`config.mk`:
```
export PLATFORM = sky130hd
export DESIGN_NAME = quad_decoder_flat
export DESIGN_NICKNAME = d
export VERILOG_FILES = /design/src/rtl/quad_decoder_if.sv /design/src/rtl/quad_decoder.sv /design/src/flat_wrapper.sv
export SDC_FILE = /design/constraint.sdc
export NUM_CORES = 1
export LEC_CHECK = 0
export ABC_CLOCK_PERIOD_IN_PS = 2400
export BUFFER_PORTS_ARGS = -buffer_cell sky130_fd_sc_hd__buf_4
export CAP_MARGIN = 20
export CORE_MARGIN = 5
export CORE_UTILIZATION = 49
export DETAILED_ROUTE_END_ITERATION = 12
export PLACE_DENSITY = 0.75
export SLEW_MARGIN = 20
export SYNTH_ARGS = -nofsm -noshare
export SYNTH_HDL_FRONTEND = slang
export SYNTH_SLANG_ARGS = --single-unit
export TNS_END_PERCENT = 1
```
`constraint.sdc`:
```
create_clock -name CLK -period 2.4 [get_ports CLK]
set_input_delay 0.48 -clock CLK [delete_from_list [all_inputs] [get_ports CLK]]
set_output_delay 0.48 -clock CLK [all_outputs]
set_load 0.02 [all_outputs]
```
`src/rtl/quad_decoder_if.sv`:
```
// quad_decoder_if: sample/clear control, quadrature phase inputs and position/status outputs of quad_decoder.
interface quad_decoder_if #(
  parameter int POS_W = 8
);
  logic             ce;
  logic             clr;
  logic             steer_a;
  logic             steer_b;
  logic [POS_W-1:0] pos;
  logic             step;
  logic             dir;
  logic             err;

  modport master (output ce, clr, steer_a, steer_b, input pos, step, dir, err);
  modport slave  (input ce, clr, steer_a, steer_b, output pos, step, dir, err);
endinterface

```
`src/rtl/quad_decoder.sv`:
```
// quad_decoder: synchronized quadrature decoder; with ce high an input edge reaches pos/step 3 CLK after first capture.
// Define QUADDEC_FILTER_EN to add a FILT_LEN-sample per-phase glitch filter (adds FILT_LEN-1 ce samples of latency).
module quad_decoder #(
  parameter int POS_W    = 8,
  parameter int WRAP     = 1,
  parameter int FILT_LEN = 4
) (
  input logic           CLK,
  input logic           reset,
  quad_decoder_if.slave qd
);

  if (POS_W < 4 || POS_W > 16 || FILT_LEN < 2 || FILT_LEN > 15) begin : g_bad_cfg
    $error("quad_decoder: parameter out of range");
  end

  logic [1:0]       sync1, sync2, sync_vld;
  logic [1:0]       cur, prev, chg;
  logic             cur_vld, init, sample, up;
  logic             count_en, err_en;
  logic [POS_W-1:0] pos_q, pos_nxt;
  logic             step_q, dir_q, err_q;

  // sync_vld tracks how far real input has propagated since reset, so stale reset values are never decoded.
  always_ff @(posedge CLK or posedge reset) begin
    if (reset) begin
      sync1    <= '0;
      sync2    <= '0;
      sync_vld <= '0;
    end else begin
      sync1    <= {qd.steer_a, qd.steer_b};
      sync2    <= sync1;
      sync_vld <= {sync_vld[0], 1'b1};
    end
  end

`ifdef QUADDEC_FILTER_EN
  logic [1:0][3:0] cnt;

  always_ff @(posedge CLK or posedge reset) begin
    if (reset) begin
      cur     <= '0;
      cur_vld <= 1'b0;
      cnt     <= '0;
    end else if (qd.ce && sync_vld[1]) begin
      if (!cur_vld) begin
        cur     <= sync2;
        cur_vld <= 1'b1;
      end else begin
        for (int i = 0; i < 2; i++) begin
          if (sync2[i] == cur[i]) begin
            cnt[i] <= '0;
          end else if (cnt[i] == 4'(FILT_LEN - 1)) begin
            cur[i] <= sync2[i];
            cnt[i] <= '0;
          end else begin
            cnt[i] <= cnt[i] + 4'd1;
          end
        end
      end
    end
  end
`else
  always_ff @(posedge CLK or posedge reset) begin
    if (reset) begin
      cur     <= '0;
      cur_vld <= 1'b0;
    end else begin
      cur     <= sync2;
      cur_vld <= sync_vld[1];
    end
  end
`endif

  assign sample = qd.ce && cur_vld;
  assign chg    = cur ^ prev;
  // Gray order 00,10,11,01: a move is "up" exactly when old A equals new B.
  assign up     = (prev[1] == cur[0]);

  always_comb begin
    count_en = 1'b0;
    err_en   = 1'b0;
    pos_nxt  = pos_q;
    if (sample && !init) begin
      if (chg == 2'b11)      err_en   = 1'b1;
      else if (chg != 2'b00) count_en = 1'b1;
    end
    if (count_en) begin
      if (up) begin
        if (WRAP != 0 || pos_q != '1) pos_nxt = pos_q + POS_W'(1);
      end else begin
        if (WRAP != 0 || pos_q != '0) pos_nxt = pos_q - POS_W'(1);
      end
    end
    if (qd.clr) pos_nxt = '0;
  end

  always_ff @(posedge CLK or posedge reset) begin
    if (reset) begin
      pos_q  <= '0;
      step_q <= 1'b0;
      err_q  <= 1'b0;
      dir_q  <= 1'b0;
      prev   <= '0;
      init   <= 1'b1;
    end else begin
      pos_q  <= pos_nxt;
      step_q <= count_en;
      err_q  <= err_en;
      if (count_en) dir_q <= up;
      if (sample) begin
        prev <= cur;
        init <= 1'b0;
      end
    end
  end

  assign qd.pos  = pos_q;
  assign qd.step = step_q;
  assign qd.dir  = dir_q;
  assign qd.err  = err_q;

endmodule
```
`src/flat_wrapper.sv`:
```
// flat-port wrapper written by rule: the top's interface ports become plain ports
module quad_decoder_flat 
#(
  parameter int POS_W    = 8,
  parameter int WRAP     = 1,
  parameter int FILT_LEN = 4
)
  (CLK, reset, qd_ce, qd_clr, qd_steer_a, qd_steer_b, qd_pos, qd_step, qd_dir, qd_err);
  quad_decoder_if #(.POS_W(POS_W)) qd_i ();
  input logic CLK;
  input logic reset;
  input wire logic [$bits(qd_i.ce)-1:0] qd_ce;
  input wire logic [$bits(qd_i.clr)-1:0] qd_clr;
  input wire logic [$bits(qd_i.steer_a)-1:0] qd_steer_a;
  input wire logic [$bits(qd_i.steer_b)-1:0] qd_steer_b;
  output wire logic [$bits(qd_i.pos)-1:0] qd_pos;
  output wire logic [$bits(qd_i.step)-1:0] qd_step;
  output wire logic [$bits(qd_i.dir)-1:0] qd_dir;
  output wire logic [$bits(qd_i.err)-1:0] qd_err;
  assign qd_i.ce = qd_ce;
  assign qd_i.clr = qd_clr;
  assign qd_i.steer_a = qd_steer_a;
  assign qd_i.steer_b = qd_steer_b;
  assign qd_pos = qd_i.pos;
  assign qd_step = qd_i.step;
  assign qd_dir = qd_i.dir;
  assign qd_err = qd_i.err;
  quad_decoder #(.POS_W(POS_W), .WRAP(WRAP), .FILT_LEN(FILT_LEN)) u_core (.CLK(CLK), .reset(reset), .qd(qd_i));
endmodule
```
==> results of run 1 <==
## power groups by stage
stage / Sequential, W / Combinational (W) / Clock [W]
2_1_floorplan: 0.000491 / 0.000186 / 0
3_3_place_gp: 0.000460 / 0.000308 / 0
3_5_place_dp: 0.000463 / 0.000315 / 0
4_1_cts: 0.000456 / 0.000318 / 0.000192
5_1_grt: 0.000463 / 0.000365 / 0.000210
6_report: 0.000456 / 0.000329 / 0.000187
## area by class of cell
class	count	area, sq um
fillers	196	868
inverters	7	26.3
clock buffers	3	22.5
clock inverters	1	7.51
repair buffers	18	135
multi-input cells	67	519
flip-flops and latches	23	577
well taps	28	35.0
## path summary, 6_finish.rpt
check / from / endpoint / depth (start not counted)
min reg2reg: u_core.sync_vld[0] / u_core.sync_vld[1] / 0
max in group asynchronous: reset / u_core.qd.pos[3] / 2
max: u_core.cur[0] / u_core.qd.pos[7] / 8
min: qd_steer_a / u_core.sync1[1] / 1
min in group asynchronous: reset / u_core.sync_vld[0] / 2
max reg2reg: u_core.cur[0] / u_core.qd.pos[7] / 8
## routing by layer
metal,global-route usage (%),up-vias,share of wire [%]
li1,-,386,-
met1,19.3,403,46
met2,20.6,24,48
met3,2.67,4,4.9
met4,4.97,0,1.3
met5,0,-,0
## cell usage in the layout (no fill, tap or decap), types with 2 or more instances in the layout
cell / instances
dfrtp_1: 22
buf_4: 18
nand2_1: 8
inv_1: 6
ha_1: 6
nor2_1: 5
a21oi_1: 4
nor2b_1: 3
nor3_1: 3
xor2_1: 3
o211ai_1: 3
clkbuf_4: 3
mux2_2: 2
nand4b_1: 2
a211oi_1: 2
o21ai_0: 2
nor3b_1: 2
and2_1: 2
## worst max-delay path, delay by kind of cell, from the launching register on
kind / cells / cell delay (ns)
flops: 1 / 0.44
xor+xnor: 1 / 0.17
mux: 2 / 0.56
buf+inv: 1 / 0.17
simple gates: 1 / 0.06
compound gates: 2 / 0.42
fa+ha+maj: 1 / 0.34
## kinds of logic after synthesis
logic type	share of synthesized area [%]
compound gates	13.1
simple gates	14.9
xor+xnor	3.15
flops	51.9
mux	3.94
other cells	0.338
fa+ha+maj	9.68
buf+inv	3.04
## through the flow
stage	hold WS [ns]	total power (W)	cell area, sq um
after floorplan	0.331	0.000677	1110
after global placement	0.331	0.000769	1270
after detailed placement	0.336	0.000778	1270
after CTS	0.254	0.000965	1300
after global routing	0.232	0.00104	1320
final	0.259	0.000972	1320
## flip-flops by register name (all words and copies together) (netlist names), 2 cells and up
signal / count
u_core.qd.pos: 8
u_core.cur: 2
u_core.prev: 2
u_core.sync1: 2
u_core.sync2: 2
u_core.sync_vld: 2
==> results.cfg, run 1 <==
[yosys]
yosys.cell_types.count = 37
netlist_top_cells_area = dfrtp_1, ha_1, nand2_1, dfstp_2, xor2_1
yosys_register_bits = 23
synthesis.instances = 99
asyncSetResetFlopFracSynth_pct = 100
yosysSeqAreaShare_pct = 51.9
syn_nets = 113
netlist_top_cells_count = dfrtp_1, nand2_1, ha_1
synth-edff-count = 0
synth_top_cell_by_area = dfrtp_1
synth_top_area_share_pct = 49.5
post-synth-top-count-cell = dfrtp_1
yosys_warnings = 0
post_synth_instance_area_sq_mm = 0.00111
primary_flip_flop_cell_chosen_by_synthesis_mapping = dfrtp_1
syn-mean-instance-area_sq_um = 11.2

[power_and_ir_drop]
power_per_cell_area_mw_per_mm2 = 735
power.sequential.fraction_pct = 46.9
p_int_w = 0.000636
netSwitchingFraction_pct = 34.6
cellLeakagePower_nw = 0.612
p_comb_share_pct = 33.8
pwr-share-clk_pct = 19.2
vdd_drop_max_mv = 0.455
switchingPower_w = 0.000336

[grt]
grt_start_max_net_pins = 24
grtUsageTotal_pct = 13.6
grt_antenna_before_repair = 0
wire_length_of_the_first_global_routing_pass_um = 3510
grt_overflow_total = 0
via_count_of_the_first_global_routing_pass = 786

[worst_setup_path]
crit_arrival_ns = 2.48
timing.critical_path.slowest_stage_cell = dfrtp_1
rrSetupSlack_ns = 0.13
critical_path.startpoint_type = register
endpoint_kind = register
crit_path_cell_trace = xor2_1, buf_4, ha_1, o21ai_2, nor2_2, a221oi_2, mux2i_1, mux2_1
worstPathMaxFanout = 8
worstPathRequired_ns = 2.61
timing.critical_path.slowest_cell_delay_ns = 0.44
critical_path_class = reg2reg

[placed_design]
dp.final_hpwl_um = 1510
numPlacedInstances = 143
gp_congestion = 0.776
dp_worst_setup_slack_ns = 0.0963
port_buffers = 16

[clock_tree]
numCtsBuffers = 3
h-tree-depth = 1
ctsRootBufferMaster = clkbuf_4
post_cts_setup_bufs = 0
clkTransAtPathRegs_ns = 0.13
cts_hold_buffers = 0
clk-insertion-delay-late_ns = 0.31
ctsLongestPathBuffers = 2
clkSinkCount = 23
tritoncts_clock_tree = built
post_cts.resized_instances = 0

[sta]
setup_viol_count_final = 0
period_needed_ns = 2.27
final-hold-violation-count = 0
worst-slew-pin-transition_ns = 0.814
timing.final.max_slew_violations = 0
setup_ws_ns = 0.132
slew_headroom_pct = 45.7
min_period_over_period_pct = 94.5
fin_skew_ns = 0.00154
tns_ns = 0
max_freq_mhz = 441

[die]
core_area_sq_mm = 0.00219
die_w_um = 57.6
design.die.area_sq_mm = 0.00332
num_rows = 17
dieHeight_um = 57.6
io_pins = 17
start_util_pct = 50.7

[detailed_routing]
firstDrtPassIters = 4
drt.antenna.violating_nets = 0
vias_per_cell = 5.56
drtIter0Drc = 21
num_vias = 817
wl_um = 2060
drcViolationCount = 0
drt-wirelength-per-cell_um = 14.0

[cells_and_area]
fraction_of_final_layout_cells_with_drive_strength_greater_than_1_pct = 26.9
insertedDiodeCount = 0
final_cell_count_no_fill = 147
area.growth.synth_to_final_pct = 19.0
final_net_count = 134
layout.core_utilization_pct = 60.4

[hold_path]
holdCritPathClass = in2reg

[flow_run]
cap_viol_max_count = 0

[outcome]
outcome = completed
No activity file was read; power rests on OpenSTA's default activity.
==> inputs of run 2 (changes only) <==
--- a/config.mk
+++ b/config.mk
@@ -8,8 +8,10 @@
 export ABC_CLOCK_PERIOD_IN_PS = 2400
 export BUFFER_PORTS_ARGS = -buffer_cell sky130_fd_sc_hd__buf_4
 export CAP_MARGIN = 20
+export CELL_PAD_IN_SITES_DETAIL_PLACEMENT = 0
+export CELL_PAD_IN_SITES_GLOBAL_PLACEMENT = 1
 export CORE_MARGIN = 5
-export CORE_UTILIZATION = 49
+export CORE_UTILIZATION = 39
 export DETAILED_ROUTE_END_ITERATION = 12
 export PLACE_DENSITY = 0.75
 export SLEW_MARGIN = 20
==> results.cfg, run 2 (same netlist as run 1, synthesis figures left out) <==
[detailed_routing]
drt-wirelength-per-cell_um = 14.0
wl_um = 2130
drtIter0Drc = 4
drt.antenna.violating_nets = 0
num_vias = 801
vias_per_cell = 5.27
firstDrtPassIters = 4
drcViolationCount = 0

[power_and_ir_drop]
finalPower_w = 0.000987
cellLeakagePower_nw = 0.624
vdd_drop_max_mv = 0.391
power_per_cell_area_mw_per_mm2 = 728

[sta]
setup_viol_count_final = 0
timing.final.max_slew_violations = 0
fin_skew_ns = 0.00130
final-hold-violation-count = 0
max_freq_mhz = 442
min_period_over_period_pct = 94.3
period_needed_ns = 2.26

[cells_and_area]
multiInputGateArea_sq_um = 534
layout_common_cells = dfrtp_1, buf_4, nand2_1
area.growth.synth_to_final_pct = 22.1
fraction_of_final_layout_cells_with_drive_strength_greater_than_1_pct = 31.4
fillerInstances = 253
mostFrequentLayoutCell = dfrtp_1
final_cell_area_sq_mm = 0.00136
sequential_cell_area_sq_um = 577
largest_register_ff_count = 8
final_net_count = 136
insertedDiodeCount = 0

[grt]
grt_start_max_net_pins = 24
via_count_of_the_first_global_routing_pass = 848
grt_antenna_before_repair = 0
grtUsageTotal_pct = 12.3
wire_length_of_the_first_global_routing_pass_um = 3930
grt_use_met1_pct = 16.2
groute.layer.met2.usage_pct = 19.2
grt_overflow_total = 0
grt.busiest_layer = met2
met3_usage_grt_pct = 2.84

[worst_setup_path]
critical_path_class = reg2reg
crit_path_cell_trace = xor2_2, buf_4, ha_1, and3_4, a221oi_2, mux2i_1, mux2_1
critical_path.startpoint_type = register
timing.critical_path.max_delay_family = multiplexers
ff2ff_path_depth = 7
crit_arrival_ns = 2.48
timing.critical_path.slowest_stage_cell = dfrtp_1
worstPathRequired_ns = 2.62
rrSetupSlack_ns = 0.14
worstPathMaxFanout = 7
endpoint_kind = register
end_of_the_worst_register_to_register_path = u_core.qd.pos[7]
r2r-start = u_core.cur[0]
timing.critical_path.slowest_cell_delay_ns = 0.45
critical_path.n_buffers_inverters = 1

[placed_design]
gp_congestion = 0.808
port_buffers = 16
dpl-instance-area_sq_mm = 0.00128
dp.final_hpwl_um = 1590

[clock_tree]
h-tree-depth = 1
ctsLongestPathBuffers = 2
clkTransAtPathRegs_ns = 0.14
clk-insertion-delay-late_ns = 0.31
clkSinkCount = 23
numCtsBuffers = 3
ctsRootBufferMaster = clkbuf_4
tritoncts_clock_tree = built
cts_hold_buffers = 0

[die]
core_area_sq_mm = 0.00273
io_pins = 17
design.die.area_sq_mm = 0.00402
die_w_um = 63.4
start_util_pct = 40.6
dieHeight_um = 63.4
num_rows = 19

[hold_path]
holdCritPathClass = in2async

[flow_run]
cap_viol_max_count = 0

[outcome]
outcome = completed
run 2: cell types whose count changed in the layout (fill, tap and decap cells not counted), sizes merged:
cell,delta
buf,+2
run 2: worst max-delay path by stage:
stage,startpoint,endpoint,slack [ns],cells after the start
after floorplan,u_core.cur[0],u_core.qd.pos[7],0.06,7
after CTS,u_core.cur[0],u_core.qd.pos[6],0.07,9
after global routing,u_core.cur[0],u_core.qd.pos[4],-0.003,9
after global placement,u_core.cur[0],u_core.qd.pos[6],0.18,9
final,u_core.cur[0],u_core.qd.pos[7],0.14,7
after detailed placement,u_core.cur[0],u_core.qd.pos[6],0.09,9
run 2: per-layer routing:
metal,routed length (um),up-vias,part of all wire [%]
li1,-,393,-
met3,63,2,3.0
met1,1010,394,47
met2,1030,12,49
met5,0,-,0
met4,19,0,0.89
run 2: area by class of cell:
class                      instances  area share [%]
timing repair buffer              20            11.1
inverter                           7            1.94
clock inverter                     1           0.554
tap                               31            2.86
clock buffer                       3            1.66
multi-input combinational         67            39.4
sequential                        23            42.5
run 2: where the power goes:
part           internal, W  switching (W)
sequential        0.000427      0.0000296
clock            0.0000636       0.000126
combinational     0.000154       0.000187
run 2: timing repair:
action	CTS	global route
buffers inserted	0	1
endpoints found under the setup margin	0	3
resized for setup	0	9
run 2: metrics by stage:
stage	hold WS, ns	util, %	setup slack, ns	TNS (ns)	std cells
after floorplan	0.331	-	0.0643	0	99
after global placement	0.331	47.0	0.175	0	147
after detailed placement	0.336	47.0	0.0936	0	147
after CTS	0.194	48.1	0.0708	0	151
after global routing	0.205	49.6	-0.00278	-0.00278	152
final	0.187	49.6	0.136	0	152
run 2: worst reg2reg max path, cell delays in order, from the launching register on:
cell and delay (ns):
dfrtp_1 0.45, xor2_2 0.20, buf_4 0.17, ha_1 0.36, and3_4 0.22, a221oi_2 0.22, mux2i_1 0.22, mux2_1 0.33
==> inputs of run 3 (changes only) <==
--- a/config.mk
+++ b/config.mk
@@ -13,7 +13,7 @@
 export CORE_MARGIN = 5
 export CORE_UTILIZATION = 39
 export DETAILED_ROUTE_END_ITERATION = 12
-export PLACE_DENSITY = 0.75
+export PLACE_DENSITY_LB_ADDON = 0.05
 export SLEW_MARGIN = 20
 export SYNTH_ARGS = -nofsm -noshare
 export SYNTH_HDL_FRONTEND = slang
==> constraint.sdc (replaced) <==
create_clock -name CLK -period 2.4 [get_ports CLK]
set_input_delay 0.6 -clock CLK [delete_from_list [all_inputs] [get_ports CLK]]
set_output_delay 0.6 -clock CLK [all_outputs]
set_load 0.02 [all_outputs]
==> results.cfg, run 3 (same netlist as run 1, synthesis figures left out) <==
[worst_setup_path]
critical_path_class = reg2reg
worstPathRequired_ns = 2.62
timing.critical_path.slowest_cell_delay_ns = 0.43
timing.critical_path.slowest_stage_cell = dfrtp_1
endpoint_kind = register
crit_arrival_ns = 2.44
crit_path_cell_trace = xor2_1, buf_4, ha_1, and3_4, a221oi_2, mux2i_1, mux2_1
critical_path.startpoint_type = register
rrSetupSlack_ns = 0.18
worstPathMaxFanout = 8

[sta]
timing.final.max_slew_violations = 0
setup_ws_ns = 0.176
fin_hold_ws_ns = 0.301
tns_ns = 0
min_period_over_period_pct = 92.7
setup_repair_after_global_routing_missed_its_margin = no
period_needed_ns = 2.22
max_freq_mhz = 450
setup_viol_count_final = 0
final-hold-violation-count = 0
fin_skew_ns = 0.00433

[detailed_routing]
drt-wirelength-per-cell_um = 13.2
drt.antenna.violating_nets = 0
top_layer_used = met4
firstDrtPassIters = 3
drcViolationCount = 0
num_vias = 777
met2RoutedLength_um = 929
drtIter0Drc = 22
vias_per_cell = 5.11
wl_um = 2000
wl_met1_um = 944
wl_met3_um = 100

[die]
die_w_um = 63.4
io_pins = 17
num_rows = 19
start_util_pct = 40.6
dieHeight_um = 63.4
core_area_sq_mm = 0.00273
design.die.area_sq_mm = 0.00402

[grt]
wire_length_of_the_first_global_routing_pass_um = 3640
via_count_of_the_first_global_routing_pass = 785
grt_overflow_total = 0
grt_antenna_before_repair = 0
grt_start_max_net_pins = 24
grtUsageTotal_pct = 11.2

[placed_design]
gp_congestion = 0.810
dp.final_hpwl_um = 1500
dpl-instance-area_sq_mm = 0.00128
port_buffers = 16
dp_worst_setup_slack_ns = 0.0837

[cells_and_area]
final_net_count = 136
fillerInstances = 251
multiInputGateArea_sq_um = 519
fraction_of_final_layout_cells_with_drive_strength_greater_than_1_pct = 28.1
mostFrequentLayoutCell = dfrtp_1
largest_register_ff_count = 8
sequential_cell_area_sq_um = 577
final_cell_area_sq_mm = 0.00134
layout_common_cells = dfrtp_1, buf_4, nand2_1
insertedDiodeCount = 0
area.growth.synth_to_final_pct = 20.7

[clock_tree]
clk-insertion-delay-late_ns = 0.32
tritoncts_clock_tree = built
ctsLongestPathBuffers = 2
clkSinkCount = 23
h-tree-depth = 1
numCtsBuffers = 3
ctsRootBufferMaster = clkbuf_4
clkTransAtPathRegs_ns = 0.14

[hold_path]
holdCritPathClass = in2async

[power_and_ir_drop]
vdd_drop_max_mv = 0.412
power_per_cell_area_mw_per_mm2 = 728
cellLeakagePower_nw = 0.621

[flow_run]
cap_viol_max_count = 0

[outcome]
outcome = completed
-- run 3: cell counts in the layout (fill, tap and decap cells not counted) --
Identical to the previous run, type by type.
-- run 3: worst max-delay path, delay by kind of cell, from the launching register on --
kind                       cells  cell delay [ns]
adders and majority gates      1             0.36
muxes                          2             0.55
DFF                            1             0.43
AOI/OAI and AO/OA              1             0.23
buffers and inverters          1             0.18
and+or+nand+nor                1             0.22
xor gates and xnor gates       1             0.16
-- run 3: layout make-up --
type / instances / area share, %
inverter: 7 / 1.96
clock inverter: 1 / 0.560
multi-input combinational: 67 / 38.7
sequential: 23 / 43.0
timing repair buffer: 20 / 11.2
tap: 31 / 2.89
clock buffer: 3 / 1.68
-- run 3: report_power, final --
part           internal [W]  total, W  switching (W)
Clock             0.0000636  0.000193       0.000129
Sequential         0.000427  0.000454      0.0000273
Combinational      0.000148  0.000330       0.000182
Total              0.000638  0.000977       0.000339
-- run 3: per-layer routing --
| metal | track usage (%) | vias up |
|---|---|---|
| met2 | 16.8 | 13 |
| met4 | 3.12 | 0 |
| met3 | 4.09 | 4 |
| li1 | - | 393 |
| met1 | 15.3 | 367 |
| met5 | 0 | - |
-- run 3: path summary, 6_finish.rpt --
path | from | endpoint | cells after the start
min in group CLK | u_core.sync_vld[1] | u_core.cur_vld | 0
setup / recovery | u_core.cur[0] | u_core.qd.pos[7] | 7
max in group asynchronous | reset | u_core.init | 3
setup reg to reg | u_core.cur[0] | u_core.qd.pos[7] | 7
hold reg to reg | u_core.sync_vld[1] | u_core.cur_vld | 0
hold / removal | reset | u_core.cur_vld | 3
-- run 3: repair_timing --
action / 4_1_cts / 5_1_grt
hold buffers: 0 / 0
setup endpoints to repair: 0 / 3
resized for setup: 0 / 4
buffers inserted: 0 / 1
-- run 3: through the flow --
stage          utilization (%)  power, W  std cells
6_report                  49.1  0.000977        152
5_1_grt                   49.1   0.00105        152
4_1_cts                   48.1  0.000973        151
3_5_place_dp              47.0  0.000781        147
3_3_place_gp              47.0  0.000780        147
2_1_floorplan                -  0.000677         99
